`config.mk`:
```
export PLATFORM = sky130hd
export DESIGN_NAME = pilot_plant
export DESIGN_NICKNAME = d
export VERILOG_FILES = /design/src/rtl/pilot_plant.sv
export SDC_FILE = /design/constraint.sdc
export NUM_CORES = 1
export LEC_CHECK = 0
export ABC_AREA = 1
export CAP_MARGIN = 15
export CORE_UTILIZATION = 45
export CTS_CLUSTER_SIZE = 12
export DETAILED_ROUTE_END_ITERATION = 16
export PLACE_DENSITY = 0.85
export SLEW_MARGIN = 20
export SYNTH_ARGS = -nofsm -noshare
export SYNTH_HDL_FRONTEND = slang
export SYNTH_SLANG_ARGS = --single-unit
```
`constraint.sdc`:
```
create_clock -name clk -period 2.38 [get_ports clk]
set_input_delay 0.476 -clock clk [delete_from_list [all_inputs] [get_ports clk]]
set_output_delay 0.476 -clock clk [all_outputs]
set_load 0.02 [all_outputs]
```
`src/rtl/pilot_plant.sv`:
```
// rtl/pilot_plant.sv - closed-loop plant model for the pilot controller benchmark.
// Samples the y command vector on posedge and returns a registered x status vector.
module pilot_plant #(
  parameter int START_DLY = 4,
  parameter int IDLE_GAP  = 3,
  parameter int MOVE_LAT  = 5,
  parameter int DWELL     = 6,
  parameter int LOOP_N    = 8,
  parameter int POS_MAX   = 7
) (
  input  logic        clk,
  input  logic        rst,
  input  logic [22:0] y_cmd,
  input  logic [27:0] cfg_x,
  input  logic        abort,
  output logic [27:0] x_sts,
  output logic [7:0]  loop_cnt,
  output logic        err
);

  typedef enum logic [1:0] {ST_WAIT, ST_REQ, ST_GAP} state_t;

  localparam logic [15:0] WAIT_LAST = 16'((START_DLY < 1 ? 1 : START_DLY) - 1);
  localparam logic [15:0] GAP_LAST  = 16'((IDLE_GAP < 1 ? 1 : IDLE_GAP) - 1);
  localparam logic [7:0]  MOVE_SAT  = 8'(MOVE_LAT);
  localparam logic [7:0]  DWELL_V   = 8'(DWELL);
  localparam logic [8:0]  LOOP_LIM  = 9'(LOOP_N);
  localparam logic [2:0]  POS_SAT   = 3'(POS_MAX);
  // status bits that are passed straight through from cfg_x
  localparam logic [27:0] CFG_MASK  = 28'hF71F1BC;

  state_t      state, state_nxt;
  logic [15:0] seq_cnt, seq_cnt_nxt;
  logic [7:0]  mv_cnt, mv_nxt;
  logic [7:0]  dw_cnt, dw_nxt;
  logic [2:0]  pos, pos_nxt;
  logic [7:0]  loop_nxt;
  logic        y22_d;
  logic [27:0] sts_nxt;
  logic        ack, viol;

  logic unused_bits;
  assign unused_bits = ^{y_cmd[0], y_cmd[3], y_cmd[19:9]};

  assign ack  = y_cmd[7] & y_cmd[8];
  assign viol = (y_cmd[1] & y_cmd[2]) | (y_cmd[4] ^ y_cmd[5]) |
                (y_cmd[7] ^ y_cmd[8]) | (y_cmd[21] & y_cmd[22]);

  always_comb begin
    state_nxt   = state;
    seq_cnt_nxt = seq_cnt;
    case (state)
      ST_WAIT: begin
        if (seq_cnt == WAIT_LAST) begin
          state_nxt   = ST_REQ;
          seq_cnt_nxt = '0;
        end else begin
          seq_cnt_nxt = seq_cnt + 16'd1;
        end
      end
      ST_REQ: begin
        if (ack) begin
          state_nxt   = ST_GAP;
          seq_cnt_nxt = '0;
        end
      end
      ST_GAP: begin
        if (seq_cnt == GAP_LAST) begin
          state_nxt   = ST_WAIT;
          seq_cnt_nxt = '0;
        end else begin
          seq_cnt_nxt = seq_cnt + 16'd1;
        end
      end
      default: begin
        state_nxt   = ST_WAIT;
        seq_cnt_nxt = '0;
      end
    endcase
  end

  always_comb begin
    mv_nxt = '0;
    if (y_cmd[6]) mv_nxt = (mv_cnt == MOVE_SAT) ? mv_cnt : mv_cnt + 8'd1;

    // the dwell timer reloads only on a fresh y22 rising edge
    dw_nxt = '0;
    if (y_cmd[22]) begin
      if (!y22_d)            dw_nxt = DWELL_V;
      else if (dw_cnt != '0) dw_nxt = dw_cnt - 8'd1;
    end

    pos_nxt = pos;
    if (ack || y_cmd[20])            pos_nxt = '0;
    else if (y_cmd[2] && !y_cmd[1])  pos_nxt = (pos == POS_SAT) ? pos : pos + 3'd1;
    else if (y_cmd[1] && !y_cmd[2])  pos_nxt = (pos == 3'd0) ? pos : pos - 3'd1;

    loop_nxt = loop_cnt;
    if (ack)                              loop_nxt = '0;
    else if (y_cmd[21] && loop_cnt != 8'hFF) loop_nxt = loop_cnt + 8'd1;
  end

  always_comb begin
    sts_nxt     = cfg_x & CFG_MASK;
    sts_nxt[1]  = (state_nxt == ST_REQ);
    sts_nxt[6]  = (mv_nxt == MOVE_SAT);
    sts_nxt[9]  = ~abort;
    sts_nxt[10] = ({1'b0, loop_nxt} < LOOP_LIM);
    sts_nxt[11] = (dw_nxt != '0);
    sts_nxt[17] = pos_nxt[2];
    sts_nxt[18] = pos_nxt[1];
    sts_nxt[19] = pos_nxt[0];
  end

  always_ff @(posedge clk or posedge rst) begin
    if (rst) begin
      state    <= ST_WAIT;
      seq_cnt  <= '0;
      mv_cnt   <= '0;
      dw_cnt   <= '0;
      pos      <= '0;
      loop_cnt <= '0;
      y22_d    <= 1'b0;
      err      <= 1'b0;
      x_sts    <= '0;
    end else begin
      state    <= state_nxt;
      seq_cnt  <= seq_cnt_nxt;
      mv_cnt   <= mv_nxt;
      dw_cnt   <= dw_nxt;
      pos      <= pos_nxt;
      loop_cnt <= loop_nxt;
      y22_d    <= y_cmd[22];
      err      <= err | viol;
      x_sts    <= sts_nxt;
    end
  end

endmodule

```
==> flow_metrics.env, run 1 <==
export IMPL_setup_ws_ps=407
export IMPL_vias=3287
export IMPL_skew_ps=8.10
export IMPL_wl_mm=8.20
export IMPL_core_area_sq_um=7810
export IMPL_synth_avg_cell_area_sq_um=8.24
export IMPL_cts_tree="done"
export IMPL_grt_pass1_vias=3220
export IMPL_startpoint_type="flip-flop"
export IMPL_timing_final_crit_share_pct=82.9
export IMPL_yosys_warnings=0
export IMPL_multiInputGateArea_sq_um=1590
export IMPL_hp_class="in2async"
export IMPL_ctsHoldBuffers=0
export IMPL_n_fill_cell=680
export IMPL_worst_path_max_delay_cell="clkdlybuf4s50_1"
export IMPL_cp_end_kind="primary output"
export IMPL_start_util_pct=47.2
export IMPL_grt_setup_unrepaired="false"
export IMPL_cp_top_family="buffers and inverters"
export IMPL_antenna_found_initial=0
export IMPL_synth_edf_count=0
export IMPL_syn_area_sq_um=3680
export IMPL_routedWlPerCell_um=13.1
export IMPL_grt_pass1_wl_mm=14.2
export IMPL_grt_remaining_overflow=0
export IMPL_netlist_instances=447
export IMPL_slew_violations=0
export IMPL_setup_tns_ps=0
export IMPL_dr_pass1_iters=5
export IMPL_placed_cell_area_sq_um=4450
export IMPL_final_common_cell="nand2_1"
export IMPL_synth_top_area_share_pct=47.6
export IMPL_drive_gt1_share_pct=9.58
export IMPL_reg2reg_depth=8
export IMPL_max_vdd_ir_drop_mv=0.374
export IMPL_cts_root_buf="clkbuf_8"
export IMPL_p_leak_uw=0.00228
export IMPL_cp_required_ps=1900
export IMPL_routed_via_density=5.27
export IMPL_maxCapViolCount=0
export IMPL_num_io_pins=91
export IMPL_htreeDepth=3
export IMPL_numPortBuffers=65
export IMPL_crit_chain="clkdlybuf4s50_1"
export IMPL_ys_seq_elements=70
export IMPL_hold_viol=0
export IMPL_pre_cts_slack_ps=368
export IMPL_grt_max_degree=71
export IMPL_num_antenna_cells=0
export IMPL_critPathKind="reg2out"
export IMPL_reg2reg_slack_ps=780
export IMPL_synth_flop_cell="dfrtp_1"
export IMPL_gp_congestion=0.885
export IMPL_finalSetupViolations=0
export IMPL_relSlewSlack_pct=51.0
export IMPL_cp_max_fo=7
export IMPL_synth_area_leader_cell="dfrtp_1"
export IMPL_fp_row_count=32
export IMPL_dieArea_sq_um=8550
export IMPL_postCtsSetupBuffers=0
export IMPL_final_net_count=585
export IMPL_die_h_um=92.5
export IMPL_cts_clk_slew_worst_paths_ps=70
export IMPL_drt_first_iter_violations=237
export IMPL_drc=0
export IMPL_dpl_hpwl_mm=5.88
export IMPL_cp_num_buf_inv=1
export IMPL_status="finished, final reports clean"
export IMPL_clk_latency_ps=360
export IMPL_ys_types=35
export IMPL_seq_area_sq_um=1750
export IMPL_critPathMaxStageDelay_ps=660
export IMPL_final_cell_mix="nand2_1, inv_1, dfrtp_1, clkdlybuf4s50_1, nand3_1"
export IMPL_final_area_sq_um=4610
export IMPL_async_flop_share_pct=100
export IMPL_cts_made_buffers=9
export IMPL_cts_resized=0
export IMPL_die_x_um=92.5
export IMPL_r2r_start="seq_cnt[1]"
export IMPL_cts_sinks=70
export IMPL_grt_total_usage_pct=21.2
export IMPL_yosysSeqAreaShare_pct=47.6
export IMPL_area_delta_synth_final_pct=25.2
export IMPL_power_density_nw_per_um2=645
export IMPL_worst_pin_slew_ps=735
export IMPL_synthTopCellsByArea="dfrtp_1, nand2_1, inv_1"
export IMPL_r2r_end="seq_cnt[14]"
export IMPL_crit_arrival_ps=1500
export IMPL_period_minus_slack_ps=1970
export IMPL_clk_path_buf_depth=2
export IMPL_fmax_mhz=507
export IMPL_ant_nets=0
==> cell usage after synthesis, types with 2 or more instances <==
library cell   n
o22ai_1        2
o21ai_1        9
xnor2_1        2
nor3_1         6
buf_2          4
dfrtp_1       70
inv_2          6
o21ai_0       20
nor2_4         4
nand2_2        6
nor2_1        34
nand4_1       16
o211ai_1      12
nand3_2        2
nand3_1       45
buf_4          2
ha_1          13
nand2_1       91
xor2_1         7
inv_1         73
nor2_2         9
==> cell type report <==
class	instances	share of cell area [%]
Timing Repair Buffer	66	14.5
Clock inverter	6	0.868
Tap cell	102	2.77
Inverter	81	6.70
Multi-Input combinational cell	290	34.4
Sequential cell	70	38.0
Clock buffer	9	2.69
==> layer usage <==
layer / share of wire [%] / vias to the layer above / track usage (%)
met5: 0 / - / 0
met4: 2.5 / 0 / 10.5
met3: 7.8 / 22 / 7.14
met2: 49 / 133 / 34.6
met1: 41 / 1561 / 24.8
li1: - / 1571 / -
==> metrics by stage <==
stage / hold WS [ps] / power, uW / util, % / std cells
after floorplan: 472 / 1910 / - / 448
after global placement: 494 / 2130 / 57.0 / 609
after global routing: 530 / 3150 / 59.1 / 624
after CTS: 524 / 3000 / 59.1 / 624
final: 524 / 2970 / 59.1 / 624
after detailed placement: 499 / 2170 / 57.0 / 609
==> state kept, by name (all words and copies together), names as in the netlist <==
register  cells
x_sts        24
seq_cnt      16
dw_cnt        8
loop_cnt      8
mv_cnt        8
pos           2
state         2
err           1
y22_d         1
==> how the worst max path moves through the flow <==
| stage | cells past startpoint | slack, ps | to | startpoint |
|---|---|---|---|---|
| 2_1_floorplan | 1 | 140 | dw_cnt[0] | rst |
| 3_3_place_gp | 8 | 370 | x_sts[10] | y_cmd[7] |
| 3_5_place_dp | 8 | 370 | x_sts[10] | y_cmd[7] |
| 4_1_cts | 1 | 390 | loop_cnt[7] | loop_cnt[7] |
| 5_1_grt | 1 | 350 | loop_cnt[2] | loop_cnt[2] |
| 6_report | 1 | 410 | loop_cnt[2] | loop_cnt[2] |
==> power by group <==
| group | leakage [uW] | internal, uW | total [uW] | switching, uW |
|---|---|---|---|---|
| Sequential | 0.000899 | 1300 | 1410 | 110 |
| Combinational | 0.00129 | 280 | 742 | 462 |
| Clock | 0.0000848 | 369 | 824 | 455 |
| Total | 0.00228 | 1950 | 2970 | 1030 |
==> cells by family (layout without fill, tap and decap cells) <==
family	count (synthesis)	in the layout	share of synthesized area, %
AND/OR/NAND/NOR	218	218	28.6
buffers and inverters	88	162	9.44
flip-flops	70	70	47.6
AO/OA/AOI/OAI	48	48	7.71
adder cells (fa/ha/maj)	13	13	4.42
XOR/XNOR	9	9	2.14
other	1	2	0.102
Power figures use the tool's default switching activity.
==> run 2: changes to the inputs <==
CORE_UTILIZATION = 50   (was 45)
PLACE_DENSITY = 0.89   (was 0.85)
clock period = 1.95 ns   (was 2.38 ns; I/O delays follow)
==> run 2 against run 1 <==
Setup slack got worse by 330 ps. Non-clock buffer count increased by 6. Clock skew increased by 1.8 ps. Routed wire length decreased by 1.6%. Sequential share of layout area decreased by 0.53 points. Largest cell class unchanged. Largest power group unchanged.
==> flow_metrics.env, run 2 (synthesis gave the netlist of run 1 again) <==
export IMPL_status="finished, final reports clean"
export IMPL_worst_pin_slew_ps=708
export IMPL_crit_arrival_ps=1480
export IMPL_worst_path_max_delay_cell="clkdlybuf4s50_1"
export IMPL_critPathKind="reg2out"
export IMPL_startpoint_type="flip-flop"
export IMPL_pwr_share_clk_pct=28.2
export IMPL_clk_latency_ps=350
export IMPL_fp_row_count=30
export IMPL_skew_ps=9.89
export IMPL_fmax_mhz=534
export IMPL_critPathMaxStageDelay_ps=660
export IMPL_seq_power_share_pct=46.3
export IMPL_grt_setup_unrepaired="false"
export IMPL_n_fill_cell=535
export IMPL_crit_chain="clkdlybuf4s50_1"
export IMPL_vias=3236
export IMPL_cp_top_family="buffers and inverters"
export IMPL_timing_final_crit_share_pct=96.0
export IMPL_swShare_pct=34.7
export IMPL_gp_congestion=0.874
export IMPL_hp_class="in2async"
export IMPL_cp_required_ps=1560
export IMPL_power_density_nw_per_um2=792
export IMPL_num_antenna_cells=0
export IMPL_relSlewSlack_pct=52.8
export IMPL_cp_num_buf_inv=1
export IMPL_finalSetupViolations=0
export IMPL_final_common_cell="nand2_1"
export IMPL_maxCapViolCount=0
export IMPL_die_h_um=87.8
export IMPL_drive_gt1_share_pct=10.6
export IMPL_cts_resized=0
export IMPL_dr_pass1_iters=5
export IMPL_start_util_pct=53.0
export IMPL_routed_via_density=5.18
export IMPL_grt_max_degree=29
export IMPL_routedWlPerCell_um=12.9
export IMPL_drc=0
export IMPL_top_register="x_sts"
export IMPL_core_area_sq_um=6940
export IMPL_cp_end_kind="primary output"
export IMPL_htreeDepth=3
export IMPL_cts_made_buffers=9
export IMPL_antenna_found_initial=0
export IMPL_cts_sinks=70
export IMPL_comb_power_share_pct=25.4
export IMPL_largest_reg_flops=24
export IMPL_ant_nets=0
export IMPL_clk_path_buf_depth=2
export IMPL_die_x_um=87.8
export IMPL_ctsHoldBuffers=0
export IMPL_pre_cts_slack_ps=42.4
export IMPL_cts_root_buf="clkbuf_8"
export IMPL_wl_mm=8.06
export IMPL_postCtsSetupBuffers=0
export IMPL_num_io_pins=91
export IMPL_setup_ws_ps=78.5
export IMPL_reg_top3="x_sts x24, seq_cnt x16"
export IMPL_total_switching_power_uw=1290
export IMPL_grt_pass1_wl_mm=13.5
export IMPL_hold_viol=0
export IMPL_area_delta_synth_final_pct=26.9
export IMPL_cp_max_fo=6
export IMPL_final_net_count=591
export IMPL_p_leak_uw=0.00231
export IMPL_dpl_hpwl_mm=6.01
export IMPL_final_cell_mix="nand2_1, inv_1, dfrtp_1, clkdlybuf4s50_1, nand3_1"
export IMPL_max_vdd_ir_drop_mv=0.392
export IMPL_period_minus_slack_ps=1870
export IMPL_grt_pass1_vias=3168
export IMPL_setup_tns_ps=0
export IMPL_slew_violations=0
export IMPL_grt_total_usage_pct=22.7
export IMPL_p_int_uw=2420
export IMPL_numPortBuffers=65
export IMPL_cts_tree="done"
export IMPL_drt_first_iter_violations=235
export IMPL_cts_clk_slew_worst_paths_ps=80
export IMPL_dieArea_sq_um=7710
export IMPL_grt_remaining_overflow=0
## run 2: power groups by stage
| stage | Combinational (uW) | Sequential, uW | Clock, uW |
|---|---|---|---|
| final | 942 | 1720 | 1050 |
| after detailed placement | 932 | 1740 | 0 |
| after global placement | 891 | 1730 | 0 |
| after floorplan | 559 | 1780 | 0 |
| after CTS | 936 | 1720 | 1060 |
| after global routing | 1060 | 1730 | 1120 |
## run 2: cell type report
| type | instances | area (sq um) | area share, % |
|---|---|---|---|
| clock buffer | 10 | 128 | 2.73 |
| clock inverter | 6 | 47.5 | 1.02 |
| inverter | 81 | 313 | 6.69 |
| multi-input combinational | 290 | 1590 | 34.0 |
| sequential | 70 | 1750 | 37.5 |
| tap | 96 | 120 | 2.57 |
| timing repair buffer | 72 | 728 | 15.6 |
## run 2: per-layer routing
layer	GRT usage (%)	routed length [um]
met1	28.1	3410
met2	38.6	4100
met3	4.81	433
met4	9.09	127
met5	0	0
## run 2: final timing paths
path,from,end,depth (start not counted),slack (ps)
setup / recovery,loop_cnt[5],loop_cnt[5],1,80
hold / removal,rst,x_sts[13],2,380
setup reg to reg,seq_cnt[1],seq_cnt[14],8,290
hold reg to reg,seq_cnt[13],seq_cnt[13],2,510
max in group asynchronous,rst,x_sts[27],3,1100
min in group clk,cfg_x[7],x_sts[7],1,470
## run 2: stage by stage
stage | area [sq um] | power, uW | std cells | utilization (%) | hold WS (ps)
after floorplan | 3690 | 2340 | 448 | - | 421
after global placement | 4500 | 2620 | 609 | 64.8 | 485
after detailed placement | 4500 | 2670 | 609 | 64.8 | 492
after CTS | 4680 | 3710 | 625 | 67.3 | 389
after global routing | 4680 | 3920 | 625 | 67.3 | 415
final | 4680 | 3700 | 625 | 67.3 | 379
==> run 3: changes to the inputs <==
RECOVER_POWER = 25   (was unset)
==> run 3 against run 2 <==
Final cell count stayed put. Sequential power is essentially flat. Clock-buffer cell count did not move. Global-route usage unchanged. Critical path type unchanged.
==> flow_metrics.env, run 3 (synthesis gave the netlist of run 1 again) <==
export IMPL_status="finished, final reports clean"
export IMPL_final_cell_mix="nand2_1, inv_1, dfrtp_1, nand3_1, clkdlybuf4s50_1"
export IMPL_drive_gt1_share_pct=10.6
export IMPL_p_int_uw=2410
export IMPL_top_register="x_sts"
export IMPL_grt_setup_unrepaired="false"
export IMPL_area_delta_synth_final_pct=26.5
export IMPL_worst_pin_slew_ps=755
export IMPL_startpoint_type="flip-flop"
export IMPL_cp_end_kind="primary output"
export IMPL_skew_ps=8.39
export IMPL_numPortBuffers=65
export IMPL_die_x_um=87.8
export IMPL_num_antenna_cells=0
export IMPL_grt_pass1_vias=3168
export IMPL_comb_power_share_pct=25.2
export IMPL_relSlewSlack_pct=49.4
export IMPL_final_net_count=591
export IMPL_wl_mm=8.07
export IMPL_maxCapViolCount=0
export IMPL_clk_path_buf_depth=2
export IMPL_fmax_mhz=534
export IMPL_largest_reg_flops=24
export IMPL_fp_row_count=30
export IMPL_cts_tree="done"
export IMPL_cts_sinks=70
export IMPL_utilization_pct=67.1
export IMPL_swShare_pct=34.8
export IMPL_cts_made_buffers=9
export IMPL_period_minus_slack_ps=1870
export IMPL_cp_max_fo=6
export IMPL_vias=3236
export IMPL_grt_total_usage_pct=22.7
export IMPL_grt_remaining_overflow=0
export IMPL_core_area_sq_um=6940
export IMPL_p_leak_uw=0.00231
export IMPL_crit_chain="clkdlybuf4s50_1"
export IMPL_cp_top_family="buffers and inverters"
export IMPL_final_common_cell="nand2_1"
export IMPL_gp_congestion=0.874
export IMPL_placed_cell_area_sq_um=4500
export IMPL_reg_top3="x_sts x24, seq_cnt x16"
export IMPL_dpl_hpwl_mm=6.01
export IMPL_cts_resized=0
export IMPL_final_area_sq_um=4660
export IMPL_cp_required_ps=1560
export IMPL_cp_num_buf_inv=1
export IMPL_drc=0
export IMPL_critPathKind="reg2out"
export IMPL_cts_clk_slew_worst_paths_ps=70
export IMPL_timing_final_crit_share_pct=96.0
export IMPL_ant_nets=0
export IMPL_num_io_pins=91
export IMPL_slew_violations=0
export IMPL_routedWlPerCell_um=12.9
export IMPL_total_switching_power_uw=1290
export IMPL_pwr_share_clk_pct=28.3
export IMPL_finalSetupViolations=0
export IMPL_dr_pass1_iters=5
export IMPL_seq_power_share_pct=46.5
export IMPL_start_util_pct=53.0
export IMPL_max_vdd_ir_drop_mv=0.392
export IMPL_clk_latency_ps=350
export IMPL_crit_arrival_ps=1480
export IMPL_die_h_um=87.8
export IMPL_cts_root_buf="clkbuf_8"
export IMPL_worst_path_max_delay_cell="clkdlybuf4s50_1"
export IMPL_grt_max_degree=29
export IMPL_postCtsSetupBuffers=0
export IMPL_drt_first_iter_violations=235
export IMPL_n_fill_cell=537
export IMPL_routed_via_density=5.18
export IMPL_hp_class="reg2reg"
export IMPL_dieArea_sq_um=7710
export IMPL_grt_pass1_wl_mm=13.5
export IMPL_hold_viol=0
export IMPL_antenna_found_initial=0
export IMPL_setup_tns_ps=0
export IMPL_ctsHoldBuffers=0
export IMPL_htreeDepth=3
export IMPL_power_density_nw_per_um2=793
export IMPL_critPathMaxStageDelay_ps=660
## run 3: cell types whose count changed in the layout (fill, tap and decap cells not counted), sizes merged
cell	before	now
dlygate4sd3	0	21
clkdlybuf4s50	65	44
clkbuf	10	11
buf	7	6
## run 3: per-layer routing
layer  wire (um)  share of wire (%)  GRT usage (%)  vias to the layer above
li1            -                  -              -                     1578
met1        3420                 42           28.1                     1538
met2        4080                 51           38.6                      109
met3         431                5.3           4.81                       11
met4         127                1.6           9.09                        0
met5           0                  0              0                        -
## run 3: final cells by class
cell class / instances / area (sq um) / area share, %
Clock buffer: 10 / 128 / 2.74
Clock inverter: 6 / 47.5 / 1.02
Inverter: 81 / 310 / 6.66
Sequential cell: 70 / 1750 / 37.6
Timing Repair Buffer: 72 / 713 / 15.3
Tap cell: 96 / 120 / 2.58
Multi-Input combinational cell: 290 / 1590 / 34.1
## run 3: power by group through the flow
stage	registers, uW	clock network (uW)	logic [uW]
after floorplan	1780	0	559
after global placement	1730	0	891
final	1720	1050	930
after detailed placement	1740	0	932
after CTS	1720	1060	936
after global routing	1730	1120	1050
## run 3: worst paths after layout
check / slack (ps) / start / cells after the start / endpoint
worst min-delay path: 510 / seq_cnt[13] / 2 / seq_cnt[13]
worst max register to register: 300 / seq_cnt[1] / 8 / seq_cnt[14]
worst min register to register: 510 / seq_cnt[13] / 2 / seq_cnt[13]
min in group asynchronous: 580 / rst / 2 / x_sts[13]
max in group asynchronous: 310 / rst / 3 / pos[0]
worst max-delay path: 80 / loop_cnt[5] / 1 / loop_cnt[5]
## run 3: per-stage QoR
stage | worst slack (ps) | hold WS, ps | cells | total power, uW
2_1_floorplan | 459 | 421 | 448 | 2340
3_3_place_gp | 137 | 485 | 609 | 2620
3_5_place_dp | 42.4 | 492 | 609 | 2670
4_1_cts | 72.0 | 389 | 625 | 3710
5_1_grt | 32.4 | 551 | 625 | 3900
6_report | 77.3 | 512 | 625 | 3690
